<file path="src/rtl/i2c_pkg.sv">
// Shared constants for the I2C core FIFOs.
//   I2C_FIFO_AW      : FIFO address width (depth = 2**I2C_FIFO_AW)
//   I2C_TX_DW        : TX command/data word width
//   I2C_RX_DW        : RX byte width
//   I2C_TX_START_BIT : TX word bit requesting a START before the byte
//   I2C_TX_STOP_BIT  : TX word bit requesting a STOP after the byte
package i2c_pkg;

    localparam int I2C_FIFO_AW      = 4;
    localparam int I2C_TX_DW        = 10;
    localparam int I2C_RX_DW        = 8;
    localparam int I2C_TX_START_BIT = 8;
    localparam int I2C_TX_STOP_BIT  = 9;

endpackage

</file>
<file path="src/rtl/i2c_fifo_if.sv">
// Handshake/status bundle between a FIFO and its producer/consumer.
//   master : drives wr/wdat/rd/thr, observes rdat and the status flags
//   slave  : the FIFO itself
interface i2c_fifo_if #(
    parameter int DW = 10,
    parameter int AW = 4
);
    logic          wr;
    logic [DW-1:0] wdat;
    logic          rd;
    logic [DW-1:0] rdat;
    logic          full;
    logic          empty;
    logic [AW:0]   ocy;
    logic [AW:0]   thr;
    logic          thr_hit;
    logic          ovf;
    logic          udf;

    modport master (
        output wr, wdat, rd, thr,
        input  rdat, full, empty, ocy, thr_hit, ovf, udf
    );

    modport slave (
        input  wr, wdat, rd, thr,
        output rdat, full, empty, ocy, thr_hit, ovf, udf
    );
endinterface

</file>
<file path="src/rtl/i2c_fifo_mem.sv">
// Register-array storage for i2c_fifo: one synchronous write port and one
// asynchronous read port. Contents are not reset.
//   clk   : clock
//   we    : write enable
//   waddr : write address
//   wdat  : write data
//   raddr : read address
//   rdat  : read data, combinational from raddr
module i2c_fifo_mem #(
    parameter int DW = 10,
    parameter int AW = 4
) (
    input  logic          clk,
    input  logic          we,
    input  logic [AW-1:0] waddr,
    input  logic [DW-1:0] wdat,
    input  logic [AW-1:0] raddr,
    output logic [DW-1:0] rdat
);

    logic [DW-1:0] mem_r [2**AW];

    // Storage write port
    always_ff @(posedge clk) begin
        if (we) begin
            mem_r[waddr] <= wdat;
        end
    end

    assign rdat = mem_r[raddr];

endmodule

</file>
<file path="src/rtl/i2c_fifo.sv">
// First-word-fall-through FIFO used for the I2C TX and RX paths.
//   clk   : clock
//   rstn  : asynchronous active-low reset
//   srstn : synchronous active-low flush (core soft reset)
//   bus   : slave side of i2c_fifo_if
//           wr/wdat push, rd pop, rdat head word (valid while !empty),
//           full/empty/ocy occupancy, thr/thr_hit threshold compare,
//           ovf/udf one-cycle pulses for a dropped write / ignored read.
module i2c_fifo
    import i2c_pkg::*;
#(
    parameter int DW = I2C_TX_DW,
    parameter int AW = I2C_FIFO_AW
) (
    input  logic         clk,
    input  logic         rstn,
    input  logic         srstn,
    i2c_fifo_if.slave    bus
);

    localparam logic [AW:0] FULL_CNT = (AW+1)'(2**AW);

    logic [AW-1:0] wr_ptr_r;
    logic [AW-1:0] rd_ptr_r;
    logic [AW:0]   count_r;
    logic          ovf_r;
    logic          udf_r;

    logic          full_s;
    logic          empty_s;
    logic          rd_acc_s;
    logic          wr_acc_s;
    logic [AW:0]   count_nxt_s;
    logic [DW-1:0] rdat_s;

    assign full_s  = (count_r == FULL_CNT);
    assign empty_s = (count_r == {(AW+1){1'b0}});

    // A write into a full FIFO still succeeds when a read frees a slot in
    // the same cycle; the freed slot is exactly the one wr_ptr points at.
    assign rd_acc_s = bus.rd & ~empty_s;
    assign wr_acc_s = bus.wr & (~full_s | rd_acc_s);

    // Next occupancy from the accepted push/pop pair
    always_comb begin
        count_nxt_s = count_r;
        if (wr_acc_s && !rd_acc_s) begin
            count_nxt_s = count_r + {{AW{1'b0}}, 1'b1};
        end else if (rd_acc_s && !wr_acc_s) begin
            count_nxt_s = count_r - {{AW{1'b0}}, 1'b1};
        end else begin
            count_nxt_s = count_r;
        end
    end

    // Pointer, count and error-pulse registers; flush wins over wr/rd
    always_ff @(posedge clk or negedge rstn) begin
        if (!rstn) begin
            wr_ptr_r <= {AW{1'b0}};
            rd_ptr_r <= {AW{1'b0}};
            count_r  <= {(AW+1){1'b0}};
            ovf_r    <= 1'b0;
            udf_r    <= 1'b0;
        end else if (!srstn) begin
            wr_ptr_r <= {AW{1'b0}};
            rd_ptr_r <= {AW{1'b0}};
            count_r  <= {(AW+1){1'b0}};
            ovf_r    <= 1'b0;
            udf_r    <= 1'b0;
        end else begin
            if (wr_acc_s) begin
                wr_ptr_r <= wr_ptr_r + {{(AW-1){1'b0}}, 1'b1};
            end
            if (rd_acc_s) begin
                rd_ptr_r <= rd_ptr_r + {{(AW-1){1'b0}}, 1'b1};
            end
            count_r <= count_nxt_s;
            ovf_r   <= bus.wr & ~wr_acc_s;
            udf_r   <= bus.rd & empty_s;
        end
    end

    i2c_fifo_mem #(
        .DW (DW),
        .AW (AW)
    ) u_mem (
        .clk   (clk),
        .we    (wr_acc_s & srstn),
        .waddr (wr_ptr_r),
        .wdat  (bus.wdat),
        .raddr (rd_ptr_r),
        .rdat  (rdat_s)
    );

    assign bus.rdat    = rdat_s;
    assign bus.full    = full_s;
    assign bus.empty   = empty_s;
    assign bus.ocy     = count_r;
    assign bus.thr_hit = (count_r > bus.thr);
    assign bus.ovf     = ovf_r;
    assign bus.udf     = udf_r;

endmodule

</file>
<file path="src/flat_wrapper.sv">
// flat-port wrapper written by rule: the top's interface ports become plain ports
module i2c_fifo_flat import i2c_pkg::*;
#(
    parameter int DW = I2C_TX_DW,
    parameter int AW = I2C_FIFO_AW
)
  (clk, rstn, srstn, bus_wr, bus_wdat, bus_rd, bus_thr, bus_rdat, bus_full, bus_empty, bus_ocy, bus_thr_hit, bus_ovf, bus_udf);
  i2c_fifo_if #(.DW(DW), .AW(AW)) bus_i ();
  input  logic clk;
  input  logic rstn;
  input  logic srstn;
  input wire logic [$bits(bus_i.wr)-1:0] bus_wr;
  input wire logic [$bits(bus_i.wdat)-1:0] bus_wdat;
  input wire logic [$bits(bus_i.rd)-1:0] bus_rd;
  input wire logic [$bits(bus_i.thr)-1:0] bus_thr;
  output wire logic [$bits(bus_i.rdat)-1:0] bus_rdat;
  output wire logic [$bits(bus_i.full)-1:0] bus_full;
  output wire logic [$bits(bus_i.empty)-1:0] bus_empty;
  output wire logic [$bits(bus_i.ocy)-1:0] bus_ocy;
  output wire logic [$bits(bus_i.thr_hit)-1:0] bus_thr_hit;
  output wire logic [$bits(bus_i.ovf)-1:0] bus_ovf;
  output wire logic [$bits(bus_i.udf)-1:0] bus_udf;
  assign bus_i.wr = bus_wr;
  assign bus_i.wdat = bus_wdat;
  assign bus_i.rd = bus_rd;
  assign bus_i.thr = bus_thr;
  assign bus_rdat = bus_i.rdat;
  assign bus_full = bus_i.full;
  assign bus_empty = bus_i.empty;
  assign bus_ocy = bus_i.ocy;
  assign bus_thr_hit = bus_i.thr_hit;
  assign bus_ovf = bus_i.ovf;
  assign bus_udf = bus_i.udf;
  i2c_fifo #(.DW(DW), .AW(AW)) u_core (.clk(clk), .rstn(rstn), .srstn(srstn), .bus(bus_i));
endmodule
</file>
<file path="config.mk">
export PLATFORM = sky130hd
export DESIGN_NAME = i2c_fifo_flat
export DESIGN_NICKNAME = d
export VERILOG_FILES = /design/src/rtl/i2c_pkg.sv /design/src/rtl/i2c_fifo_if.sv /design/src/rtl/i2c_fifo_mem.sv /design/src/rtl/i2c_fifo.sv /design/src/flat_wrapper.sv
export SDC_FILE = /design/constraint.sdc
export NUM_CORES = 1
export LEC_CHECK = 0
export CAP_MARGIN = 20
export CORE_MARGIN = 4
export CORE_UTILIZATION = 55
export DETAILED_ROUTE_END_ITERATION = 7
export GPL_TIMING_DRIVEN = 0
export PLACE_DENSITY_LB_ADDON = 0.1
export SLEW_MARGIN = 20
export SYNTH_ARGS = -nofsm -noshare
export SYNTH_HDL_FRONTEND = slang
export SYNTH_SLANG_ARGS = --single-unit
export TNS_END_PERCENT = 50
</file>
<file path="constraint.sdc">
create_clock -name clk -period 3 [get_ports clk]
set_input_delay 0.9 -clock clk [delete_from_list [all_inputs] [get_ports clk]]
set_output_delay 0.9 -clock clk [all_outputs]
set_load 0.03 [all_outputs]
</file>
==> metrics.md <==
| Metric | Value |
|---|---|
| Worst reg2reg endpoint | `u_core.bus.ocy[4]` |
| Diode count | `0` |
| Overflow after GRT | `0` |
| Fin. max-slew vios | `0` |
| Max Cap Viol | `0` |
| WL/cell | `23.12 um` |
| Initial antenna violation count | `0` |
| DRT Pass-1 Iters | `4` |
| Asr flop ratio synth | `0.08571` |
| Final instance area | `around 8900 sq um` |
| Net count after synthesis | `between 400 and 500` |
| R2r setup slk | `~300 ps` |
| Detailed Route WL | `14.75 mm` |
| Largest net degree at the start of global routing | `17` |
| Clock Skew | `10.04 ps` |
| Worst-Skew Late Latency | `420 ps` |
| Worst Setup SP | `bus_thr[0]` |
| Synth warnings | `0` |
| Ports | `40` |
| Startpoint Class | `input pin` |
| Main synth FF type | `edfxtp_1` |
| Worst-path clk slew | `60 ps` |
| Yosys reg bits | `roughly 180` |
| Max_slew headroom | `0.5052` |
| Area of the core | `12720 sq um` |
| Layout cell share with drive strength beyond 1 | `0.3305` |
| Global-route wire length before repair | `22.58 mm` |
| Hold Crit Class | `reg2reg` |
| Power per cell area | `just under 800 nW/um^2` |
| WP data arrival | `~2200 ps` |
| Nets | `488` |
| Fin crit share | `1.021` |
| Core Rows | `41` |
| CTS tree | `yes` |
| Htree depth | `4` |
| VDD IR max | `just over 0.5 mV` |
| Post-synth EDFFs | `160` |
| CP max FO | `1` |
| Crit path required time | `roughly 2100 ps` |
| Avg Cell Area, Syn | `18.73 sq um` |
| Pleak | `0.002981 uW` |
| Via count | `3764` |
| Post-Place Cell Area | `between 7000 and 8000 sq um` |
| Crit path to | `bus_thr_hit` |
| Initial Util | `0.5653` |
| First DRT Iteration DRCs | `354` |
| Filler cell count | `approximately 840` |
| Root buf cell | `clkbuf_16` |
| Worst Path Class, Setup | `in2out` |
| R2r startpoint | `u_core.bus.ocy[1]` |
| Cell area after synthesis | `7192 sq um` |
| Final setup viols | `5` |
| Die H | `between 100 and 150 um` |
| Worst Hold Path Cells | `2` |
| Status | `finished with violations` |
| Worst-Margin Slew | `739.9 ps` |
| FMAX | `about 330 MHz` |
| Minimum clock period | `about 3100 ps` |
| Pre-CTS setup slack | `-738.9 ps` |
| Routed vias/inst | `5.900` |
| Total GRT Usage | `0.2144` |
| Hold Vio Cnt, Final | `0` |
| Failing checks | `negative setup slack` |
| Reg2reg path depth | `7` |
| Post-DRT Antenna Nets | `0` |
| Die X | `122.4 um` |
| Die area | `about 15000 sq um` |
| CTS Buffer Depth | `2` |
| Post-Synthesis Cells | `384` |
| Worst Setup Slack, final | `-62.04 ps` |
| Hold_sp | `u_core.wr_ptr_r[1]` |
| Port buffer count | `38` |
| RD Place Congestion | `~0.77` |
| Drt drc | `0` |
| RSZ-0062 raised after global routing | `yes` |
| Post-synthesis sequential area ratio | `0.7203` |
| Critical Path End Type | `primary output` |
| Clock sinks | `175` |
| P&R area growth vs syn | `23.23%` |
| Netlist cell types | `38` |
| Final HPWL DP | `~9.2 mm` |
| Vias in the first global route | `3901` |
| CTS buffer count | `17` |
[cell type report]
class                           instances  area [sq um]  share of cell area
Sequential cell                       175          5181              0.5846
Multi-Input combinational cell        182          2100              0.2369
Timing Repair Buffer                   52         590.6             0.06664
Clock buffer                           18         429.2             0.04843
Tap cell                              172         215.2             0.02428
Buffer                                 16         163.9             0.01849
Clock inverter                         14         148.9             0.01680
Inverter                                9         33.78            0.003812
[worst max-delay path, stage by stage]
cell             delay [ps]
clkdlybuf4s50_1         460
ha_2                    180
nor2b_2                  40
o21a_1                  190
o21ai_1                 130
a21oi_1                  90
buf_4                   170
[per-layer routing]
metal  GRT usage  up-vias  routed length [um]
met5           0        -                   0
met4     0.05878        0                 248
met3     0.06129       19                 866
met2      0.3521      126                7535
met1      0.2846     1928                6101
li1            -     1691                   -
[worst min-delay path by stage]
stage / endpoint / slack, ps
floorplan: u_core.wr_ptr_r[1] / 590
global placement: u_core.wr_ptr_r[1] / 620
detailed placement: u_core.bus.ocy[2] / 620
CTS: u_core.wr_ptr_r[1] / 670
global route: u_core.wr_ptr_r[1] / 690
finish: u_core.wr_ptr_r[1] / 650
[where the power goes]
part / internal [uW] / switching, uW / total (uW)
sequential: 2730 / 123 / 2850
combinational: 1050 / 985 / 2040
clock: 1290 / 862 / 2150
[flip-flops by register name, summed over array words and instances (netlist names)]
name and count:
u_core.bus.ocy 5, u_core.bus.ovf 1, u_core.bus.udf 1, u_core.rd_ptr_r 4, u_core.u_mem.mem_r 160, u_core.wr_ptr_r 4
[through the flow]
step                TNS, ps  hold slack [ps]    util  total power [uW]  cells
floorplan                 0            585.7       -              4008    384
global placement     -83990            619.1  0.6121              4501    594
detailed placement   -57280            624.8  0.6169              4541    598
CTS                  -407.5            666.5  0.6907              7053    637
global route          -1041            692.7  0.6966              7349    638
finish               -175.4            651.9  0.6966              7045    638
[cell usage after synthesis, types with 2 or more instances]
cell type    n  share of area
and3_1       2         0.0017
nand2b_1     3         0.0026
and2_1       6         0.0052
nor2b_1      7         0.0061
a22oi_1     20          0.021
mux2i_1      7         0.0097
nand3_1      5         0.0035
nor2_1      17         0.0089
buf_1        2         0.0010
o211ai_1     2         0.0021
ha_1        14          0.024
a21oi_1      5         0.0035
xnor2_1      4         0.0049
buf_2        4         0.0028
inv_1        9         0.0047
mux4_2      40           0.13
clkbuf_1    11         0.0057
o21a_1       6         0.0063
nand2_1     21          0.011
o21ai_0      2         0.0014
dfrtp_1     15          0.052
nor3_1       7         0.0049
edfxtp_1   160           0.67
[repair_timing]
action / in CTS / in global routing
hold buffers: 0 / 0
resized for setup: 140 / 18
buffers inserted: 6 / 0
cloned: 3 / 0
endpoints found under the hold margin: 0 / 0
setup endpoints to repair: 24 / 93
pin swaps: 16 / 6
[placed cells by master (no fill, tap or decap), types with 6 or more instances in the layout]
cell type,n
nor2_2,12
clkbuf_16,17
a22oi_2,14
clkdlybuf4s50_1,23
edfxtp_1,160
buf_12,6
mux4_2,40
inv_1,8
and2_1,6
a22oi_1,6
nand2_1,18
buf_6,16
nor2b_1,6
o21a_1,6
mux2i_1,6
ha_1,9
dfrtp_1,14
[cells by family (layout without fill, tap and decap cells)]
kind of cell | count (synthesis) | in the layout | synth area share
buffers and inverters | 27 | 109 | 0.01583
DFF | 175 | 175 | 0.7203
AOI/OAI and AO/OA | 41 | 41 | 0.04401
adders and majority gates | 15 | 15 | 0.02714
muxes | 48 | 48 | 0.1371
and+or+nand+nor | 73 | 73 | 0.04958
xor gates and xnor gates | 5 | 5 | 0.006089
Note: power is estimated with default switching activity, not from simulation.
